**src/rtl/expr_seq_eval.sv**
```systemverilog
// Streaming evaluator for digit ((+|*) digit)* '=' expressions.
// Accepts ASCII characters and returns a sum of products, or an error flag.
module expr_seq_eval #(
  parameter int W = 16
) (
  input  logic         clk,
  input  logic         clr,
  input  logic         in_valid,
  output logic         in_ready,
  input  logic [7:0]   in,
  output logic         res_valid,
  input  logic         res_ready,
  output logic [W-1:0] result,
  output logic         err
);

  typedef enum logic [1:0] {
    S_DIGIT = 2'd0,
    S_OP    = 2'd1,
    S_ERR   = 2'd2,
    S_OUT   = 2'd3
  } state_t;

  localparam logic PEND_ADD = 1'b0;
  localparam logic PEND_MUL = 1'b1;

  function automatic logic is_digit(input logic [7:0] c);
    return (c >= 8'h30) && (c <= 8'h39);
  endfunction

  state_t         state_r, state_nx_s;
  logic [W-1:0]   acc_r, acc_nx_s;
  logic [W-1:0]   term_r, term_nx_s;
  logic           pend_r, pend_nx_s;
  logic [W-1:0]   result_r, result_nx_s;
  logic           err_r, err_nx_s;
  logic           res_valid_r, res_valid_nx_s;
  logic           accept_s;
  logic [7:0]     digit_raw_s;
  logic [W-1:0]   digit_s;

  assign in_ready    = (state_r != S_OUT);
  assign accept_s    = in_valid && in_ready;
  assign digit_raw_s = in - 8'h30;
  assign digit_s     = {{(W-4){1'b0}}, digit_raw_s[3:0]};
  assign res_valid   = res_valid_r;
  assign result      = result_r;
  assign err         = err_r;

  // Next-state and datapath update for the parser/result controller
  always_comb begin
    state_nx_s     = state_r;
    acc_nx_s       = acc_r;
    term_nx_s      = term_r;
    pend_nx_s      = pend_r;
    result_nx_s    = result_r;
    err_nx_s       = err_r;
    res_valid_nx_s = res_valid_r;
    case (state_r)
      S_DIGIT: begin
        if (!accept_s) begin
          state_nx_s = state_r;
        end else if (is_digit(in)) begin
          term_nx_s  = (pend_r == PEND_MUL) ? term_r * digit_s : digit_s;
          state_nx_s = S_OP;
        end else if (in == 8'h3D) begin
          err_nx_s       = 1'b1;
          result_nx_s    = {W{1'b0}};
          res_valid_nx_s = 1'b1;
          state_nx_s     = S_OUT;
        end else begin
          state_nx_s = S_ERR;
        end
      end
      S_OP: begin
        if (!accept_s) begin
          state_nx_s = state_r;
        end else if (in == 8'h2B) begin
          acc_nx_s   = acc_r + term_r;
          pend_nx_s  = PEND_ADD;
          state_nx_s = S_DIGIT;
        end else if (in == 8'h2A) begin
          pend_nx_s  = PEND_MUL;
          state_nx_s = S_DIGIT;
        end else if (in == 8'h3D) begin
          result_nx_s    = acc_r + term_r;
          err_nx_s       = 1'b0;
          res_valid_nx_s = 1'b1;
          state_nx_s     = S_OUT;
        end else begin
          state_nx_s = S_ERR;
        end
      end
      S_ERR: begin
        if (accept_s && (in == 8'h3D)) begin
          err_nx_s       = 1'b1;
          result_nx_s    = {W{1'b0}};
          res_valid_nx_s = 1'b1;
          state_nx_s     = S_OUT;
        end else begin
          state_nx_s = S_ERR;
        end
      end
      S_OUT: begin
        // Expression context is cleared only once the consumer takes the result
        if (res_ready) begin
          res_valid_nx_s = 1'b0;
          acc_nx_s       = {W{1'b0}};
          term_nx_s      = {W{1'b0}};
          pend_nx_s      = PEND_ADD;
          state_nx_s     = S_DIGIT;
        end else begin
          res_valid_nx_s = 1'b1;
        end
      end
      default: begin
        state_nx_s = S_DIGIT;
      end
    endcase
  end

  // State and datapath registers with synchronous clear
  always_ff @(posedge clk) begin
    if (clr) begin
      state_r     <= S_DIGIT;
      acc_r       <= {W{1'b0}};
      term_r      <= {W{1'b0}};
      pend_r      <= PEND_ADD;
      result_r    <= {W{1'b0}};
      err_r       <= 1'b0;
      res_valid_r <= 1'b0;
    end else begin
      state_r     <= state_nx_s;
      acc_r       <= acc_nx_s;
      term_r      <= term_nx_s;
      pend_r      <= pend_nx_s;
      result_r    <= result_nx_s;
      err_r       <= err_nx_s;
      res_valid_r <= res_valid_nx_s;
    end
  end

endmodule
```
**config.mk**
```make
export PLATFORM = sky130hd
export DESIGN_NAME = expr_seq_eval
export DESIGN_NICKNAME = d
export VERILOG_FILES = /design/src/rtl/expr_seq_eval.sv
export SDC_FILE = /design/constraint.sdc
export NUM_CORES = 1
export LEC_CHECK = 0
export CORE_MARGIN = 2
export CORE_UTILIZATION = 40
export CTS_CLUSTER_DIAMETER = 150
export DETAILED_ROUTE_END_ITERATION = 8
export GPL_ROUTABILITY_DRIVEN = 0
export GPL_TIMING_DRIVEN = 0
export RECOVER_POWER = 100
export REMOVE_ABC_BUFFERS = 1
export SYNTH_ARGS = -nofsm -noshare
export SYNTH_HDL_FRONTEND = slang
export SYNTH_SLANG_ARGS = --single-unit
export TNS_END_PERCENT = 10
```
**constraint.sdc**
```tcl
create_clock -name clk -period 4.15 [get_ports clk]
set_input_delay 0.415 -clock clk [delete_from_list [all_inputs] [get_ports clk]]
set_output_delay 0.415 -clock clk [all_outputs]
set_load 0.02 [all_outputs]
```
# Yosys cells after proc, flatten, opt, wreduce, memory -nomap -nowiden

Index checks and enable logic that the tools add are counted.

Reduce and logical (&&, ||, !) cells: 13
Multiply operators: 1
$add $sub $neg: 2
Order comparisons: 2
Multiplexer cells: 48
Equality and inequality tests: 19

Operator list:

| operator                                                                          | number |
|---|---|
| 16-bit 2-to-1 mux                                                                 | 14 |
| 16-bit case mux with 2 select lines                                               | 2 |
| 16-bit case mux with 3 select lines                                               | 1 |
| 8-bit by 6-bit equality test with 1-bit output (second input constant)            | 3 |
| 2-bit inequality test (second input constant)                                     | 12 |
| 1-bit 2-to-1 mux                                                                  | 21 |
| 16-bit adder                                                                      | 1 |
| 16-bit by 4-bit multiplier with 16-bit output                                     | 1 |
| 2-bit 2-to-1 mux                                                                  | 6 |
| 4-bit AND reduction                                                               | 3 |
| 9-bit AND reduction                                                               | 1 |
| 8-bit by 6-bit >= comparator with 1-bit output (second input constant)            | 1 |
| 8-bit by 6-bit less-or-equal comparator with 1-bit output (second input constant) | 1 |
| 2-bit case mux with 4 select lines                                                | 1 |
| 6-bit AND reduction                                                               | 1 |
| 2-bit equality test (second input constant)                                       | 2 |
| 1-bit case mux with 4 select lines                                                | 1 |
| 2-bit nonzero test                                                                | 2 |
| 4-bit by 1-bit subtractor with 4-bit output (second input constant)               | 1 |
| 1-bit logical AND                                                                 | 3 |
| 3-bit inequality test (second input constant)                                     | 1 |
| 1-bit case mux with 3 select lines                                                | 1 |
| 3-bit AND reduction                                                               | 1 |
| 3-bit nonzero test                                                                | 1 |
| 3 further kinds                                                                   | 3 |

Output and inout bits: 19
Register bits: 53
Bits of input ports: 12
Logic and storage cells: 92

# Longest topological paths before layout

Depth in word-level cells: 6
Gate-level depth with buffers: 15
Gate-level depth less buffers: 13

# Worst setup path after synthesis

Ideal clock, no wire load.

Path type: in2reg
Start point: in in[1]
End point: reg term_r[15]
Buffers on the path: 2
Arrival time: 3.373 ns
Path slack: 0.652 ns
Library setup time: 0.125 ns
Data required time: 4.025 ns
Stages: 14
Cells stage by stage: buf_2 clkbuf_1 nand2_1 fa_1 fa_1 inv_1 ha_1 a211oi_1 o211ai_1 a41oi_1 o21a_1 a21oi_1 xnor2_1 o21ai_0

Longest elaborated chain between the ends: 6
Elaborated cells on any way between the ends: 11
Those cells by class: 1 x add/sub; 1 x mul; 2 x order compare; 1 x eq/ne; 4 x mux; 2 x reduce/logical

RTL lines:

| item                                          | RTL line | source |
|---|---|---|
| from (decl)                                   | 10       | `input logic [7:0] in,` |
| 4-bit by 1-bit subtractor with 4-bit output   | 44       | `assign digit_raw_s = in - 8'h30;` |
| 16-bit by 4-bit multiplier with 16-bit output | 64       | `term_nx_s = (pend_r == PEND_MUL) ? term_r * digit_s : digit_s;` |
| 16-bit 2-to-1 mux                             | 64       |  |
| 16-bit 2-to-1 mux                             | 63       | `end else if (is_digit(in)) begin` |
| 16-bit 2-to-1 mux                             | 61       | `if (!accept_s) begin` |
| 16-bit case mux with 2 select lines           | 59       | `case (state_r)` |
| to (signal assigned)                          | 127      | `term_r <= {W{1'b0}};` |
| to (signal assigned)                          | 135      | `term_r <= term_nx_s;` |
| to (decl)                                     | 33       | `logic [W-1:0] term_r, term_nx_s;` |

Parallel ways exist; a longest one is shown, timed or not. The select of a mux whose other input is x is not followed.
A chain may end at the register's enable or synchronous reset.

# Worst setup path in the final report

Start point: in in[3]
End point: reg term_r[15]

Same word-level chain as after synthesis.

==> flow_summary.json <==
{
  "synthDominantAreaCellType": "dfxtp_1",
  "initial_utilization": 0.407,
  "regToRegEndpoint": "term_r[15]",
  "fin_hold_ws_ns": 0.454,
  "yosys-top-cells-area": "dfxtp_1, fa_1, ha_1",
  "io-pin-count": 31,
  "vias_per_cell": 5.25,
  "antenna_cells_inserted": 0,
  "cts_setup_buffers": 0,
  "area_of_the_die_um2": 11800,
  "worst_hold_path.endpoint": "result[14]",
  "cap_viol_max_count": 0,
  "path_delay_family": "adder cells",
  "clk-insertion-delay-late_ns": 0.31,
  "regArea_um2": 1060,
  "port-buffer-count": 30,
  "synth_top_area_share": 0.243,
  "path_class": "in2reg",
  "crit_path_max_fo": 17,
  "finClkSkew_ns": 0.0112,
  "syn_to_final_growth_pct": 9.62,
  "wire_per_inst_um": 13.7,
  "number_of_buffers_created_by_cts": 5,
  "placement.cell_area_um2": 4750,
  "detail_route.iter0.violations": 158,
  "dr_total_vias": 3625,
  "yosysWarnings": 0,
  "critPathRequiredTime_ns": 4.34,
  "hold_depth": 2,
  "cts.reportedPaths.clkPinSlew_ns": 0.11,
  "floorplan.die.width_um": 109,
  "vias_in_the_first_global_route": 3566,
  "finalMaxSlewViolations": 0,
  "worst_ep_arrival_time_ns": 3.99,
  "timing.critical_path.cells": "clkbuf_1 -> nand2_1 -> fa_1 -> fa_1 -> inv_1 -> ha_1 -> a211oi_1 -> o211ai_1 -> a41oi_1 -> o21a_1 -> a21oi_1 -> xnor2_1 -> o21ai_0",
  "pin_count_of_the_biggest_net_entering_global_routing": 36,
  "maximum_buffer_depth_of_the_clock_tree": 2,
  "numClockSinks": 53,
  "total_power_w": 0.000868,
  "overflow": 0,
  "hold_viol": 0,
  "synthArstFlopShare": 0,
  "reg2reg_setup_slack_ns": 0.55,
  "nFillCells": 1127,
  "grt_antenna_before_repair": 0,
  "coreArea_um2": 10700,
  "critPathLaunch": "in[3]",
  "root_buffer": "clkbuf_8",
  "detail_route.drc_violations": 0,
  "detail-route-antenna-nets": 0,
  "drive_gt1_frac": 0.0363,
  "post_synth_inst_count": 534,
  "path_common_cell": "fa_1",
  "postRouteWirelength_um": 9490,
  "synth-seq-cells": 53,
  "post_synth.cell_area_avg_um2": 8.18,
  "fin_area_um2": 4790,
  "max-vdd-ir-drop_mv": 0.122,
  "status": "completed",
  "grtUsageTotal": 0.172,
  "reg2reg_depth": 12,
  "critical_path.n_buffers_inverters": 2,
  "finalCriticalPeriod_ns": 3.80,
  "number_of_h_tree_levels": 2,
  "setup_viol_count_final": 0,
  "worst_path_largest_cell_delay_ns": 0.60,
  "finalNonFillerCells": 691,
  "endpoint_class_of_the_critical_path": "register",
  "multiInputGateArea_um2": 2980,
  "min_period_over_period": 0.916,
  "synth-seq-area-share": 0.243,
  "placedCellCount": 683,
  "crit_path_top_delay_cell": "fa_1",
  "synthesized_cell_area_um2": 4370,
  "drt_pass1_iterations": 4,
  "powerDensity_nw_per_um2": 181,
  "finish.utilization": 0.446,
  "hpwlAfterDp_um": 7330,
  "finish.net_count": 619,
  "die_height_um": 109,
  "rsz0062_at_grt": "no",
  "leakage_nw": 2.05,
  "r2r_start": "term_r[1]",
  "timing.critical_path.from_type": "input port",
  "worst_slew_margin_rel": 0.0681,
  "clock.fmax_mhz": 263,
  "floorplan.rows": 38,
  "dominantRegCellSynth": "dfxtp_1",
  "tritoncts": "yes",
  "worst_hold_startpoint": "result[14]",
  "synth-edff-count": 0,
  "timing.hold.worst.class": "reg2reg",
  "synth_cell_type_count": 61,
  "worst-slew-pin-transition_ns": 1.38,
  "grt_pass1_wl_um": 16300
}
-- flip-flops by register name (all words and copies together), names as in the netlist --
| register | flops |
|---|---|
| result | 16 |
| res_valid | 1 |
| pend_r | 1 |
| acc_r | 16 |
| err | 1 |
| state_r | 2 |
| term_r | 16 |
-- report_power, final --
| part | switching, W | internal (W) |
|---|---|---|
| Clock | 0.000186 | 0.000120 |
| Sequential | 0.00000374 | 0.000510 |
| Combinational | 0.0000312 | 0.0000156 |
-- what timing repair did --
item                                    in CTS  in global routing
endpoints found under the setup margin       0                  4
resized for setup                            0                  3
hold buffers                                 0                  0
-- layout make-up --
cell class | count | area share
inverter | 52 | 0.0408
timing repair buffer | 30 | 0.0596
clock inverter | 3 | 0.00444
tap | 140 | 0.0366
clock buffer | 5 | 0.0144
multi-input combinational | 408 | 0.623
sequential | 53 | 0.222
-- synthesized netlist by cell type, drive strengths merged, types with 2 or more instances --
master  number
nand3       10
o31ai        3
nand2       65
xnor2       22
nor3b        2
a22o         6
a31oi        6
and4bb       2
nand2b      10
mux2i        3
a21oi       32
inv         52
fa          26
or3          4
o21ai       32
clkbuf       9
o21a         8
a211oi       4
nor3        15
nor2b        3
xor2         6
nand4        2
o211ai       2
buf         12
dfxtp       53
ha          31
and2        39
a22oi        8
and3         2
nand3b       2
a21o        10
nor4         3
nor2        35
-- layer usage --
| layer | track usage | vias up | routed length (um) |
|---|---|---|---|
| met5 | 0 | - | 0 |
| met2 | 0.296 | 51 | 4480 |
| met1 | 0.230 | 1729 | 4640 |
| li1 | - | 1831 | - |
| met4 | 0.0403 | 0 | 119 |
| met3 | 0.0229 | 14 | 243 |
-- cells in the final DEF, fill, tap and decap left out, types with 4 or more instances in the layout --
master	Yosys	layout
nor2_1	34	34
o21a_1	8	8
o21ai_0	17	29
a22o_1	6	6
a31oi_1	5	5
nand2_1	65	65
dfxtp_1	53	53
a21oi_1	31	31
inv_1	51	51
and2_1	39	38
xnor2_1	22	22
a21o_1	9	9
or3_1	3	4
dlygate4sd3_1	0	19
fa_1	26	26
clkdlybuf4s50_1	0	7
nand3_1	10	10
clkbuf_8	0	5
a211oi_1	4	4
ha_1	31	31
xor2_1	6	6
nor3_1	13	14
nand2b_1	10	10
a22oi_1	8	8
-- worst max-delay path by stage --
stage	end	depth (start not counted)	slack, ns
floorplan	term_r[15]	13	0.94
global placement	term_r[15]	13	-0.28
global route	term_r[15]	13	0.15
detailed placement	term_r[15]	13	-0.28
finish	term_r[15]	13	0.35
CTS	term_r[15]	13	0.04
-- kinds of logic (layout without fill, tap and decap cells) --
kind of cell	after synthesis	after routing	share of synthesized area
and+or+nand+nor	197	197	0.235
AOI/OAI and AO/OA	122	122	0.183
buffers and inverters	73	90	0.0664
adders and majority gates	57	57	0.208
DFF	53	53	0.243
xor gates and xnor gates	28	28	0.0561
muxes	4	4	0.00945
-- through the flow --
stage | worst slack [ns] | TNS, ns
after floorplan | 0.944 | 0
after global routing | 0.148 | 0
after CTS | 0.0399 | 0
final | 0.347 | 0
after detailed placement | -0.285 | -1.02
after global placement | -0.285 | -0.778
-- worst reg2reg max path, stage by stage (launching register included) --
cell and delay (ns):
dfxtp_1 0.50, nand2_1 0.12, fa_1 0.51, fa_1 0.60
inv_1 0.06, ha_1 0.30, a211oi_1 0.33, o211ai_1 0.19
a41oi_1 0.36, o21a_1 0.21, a21oi_1 0.09, xnor2_1 0.14
o21ai_0 0.08
No activity file was read; power rests on OpenSTA's default activity.
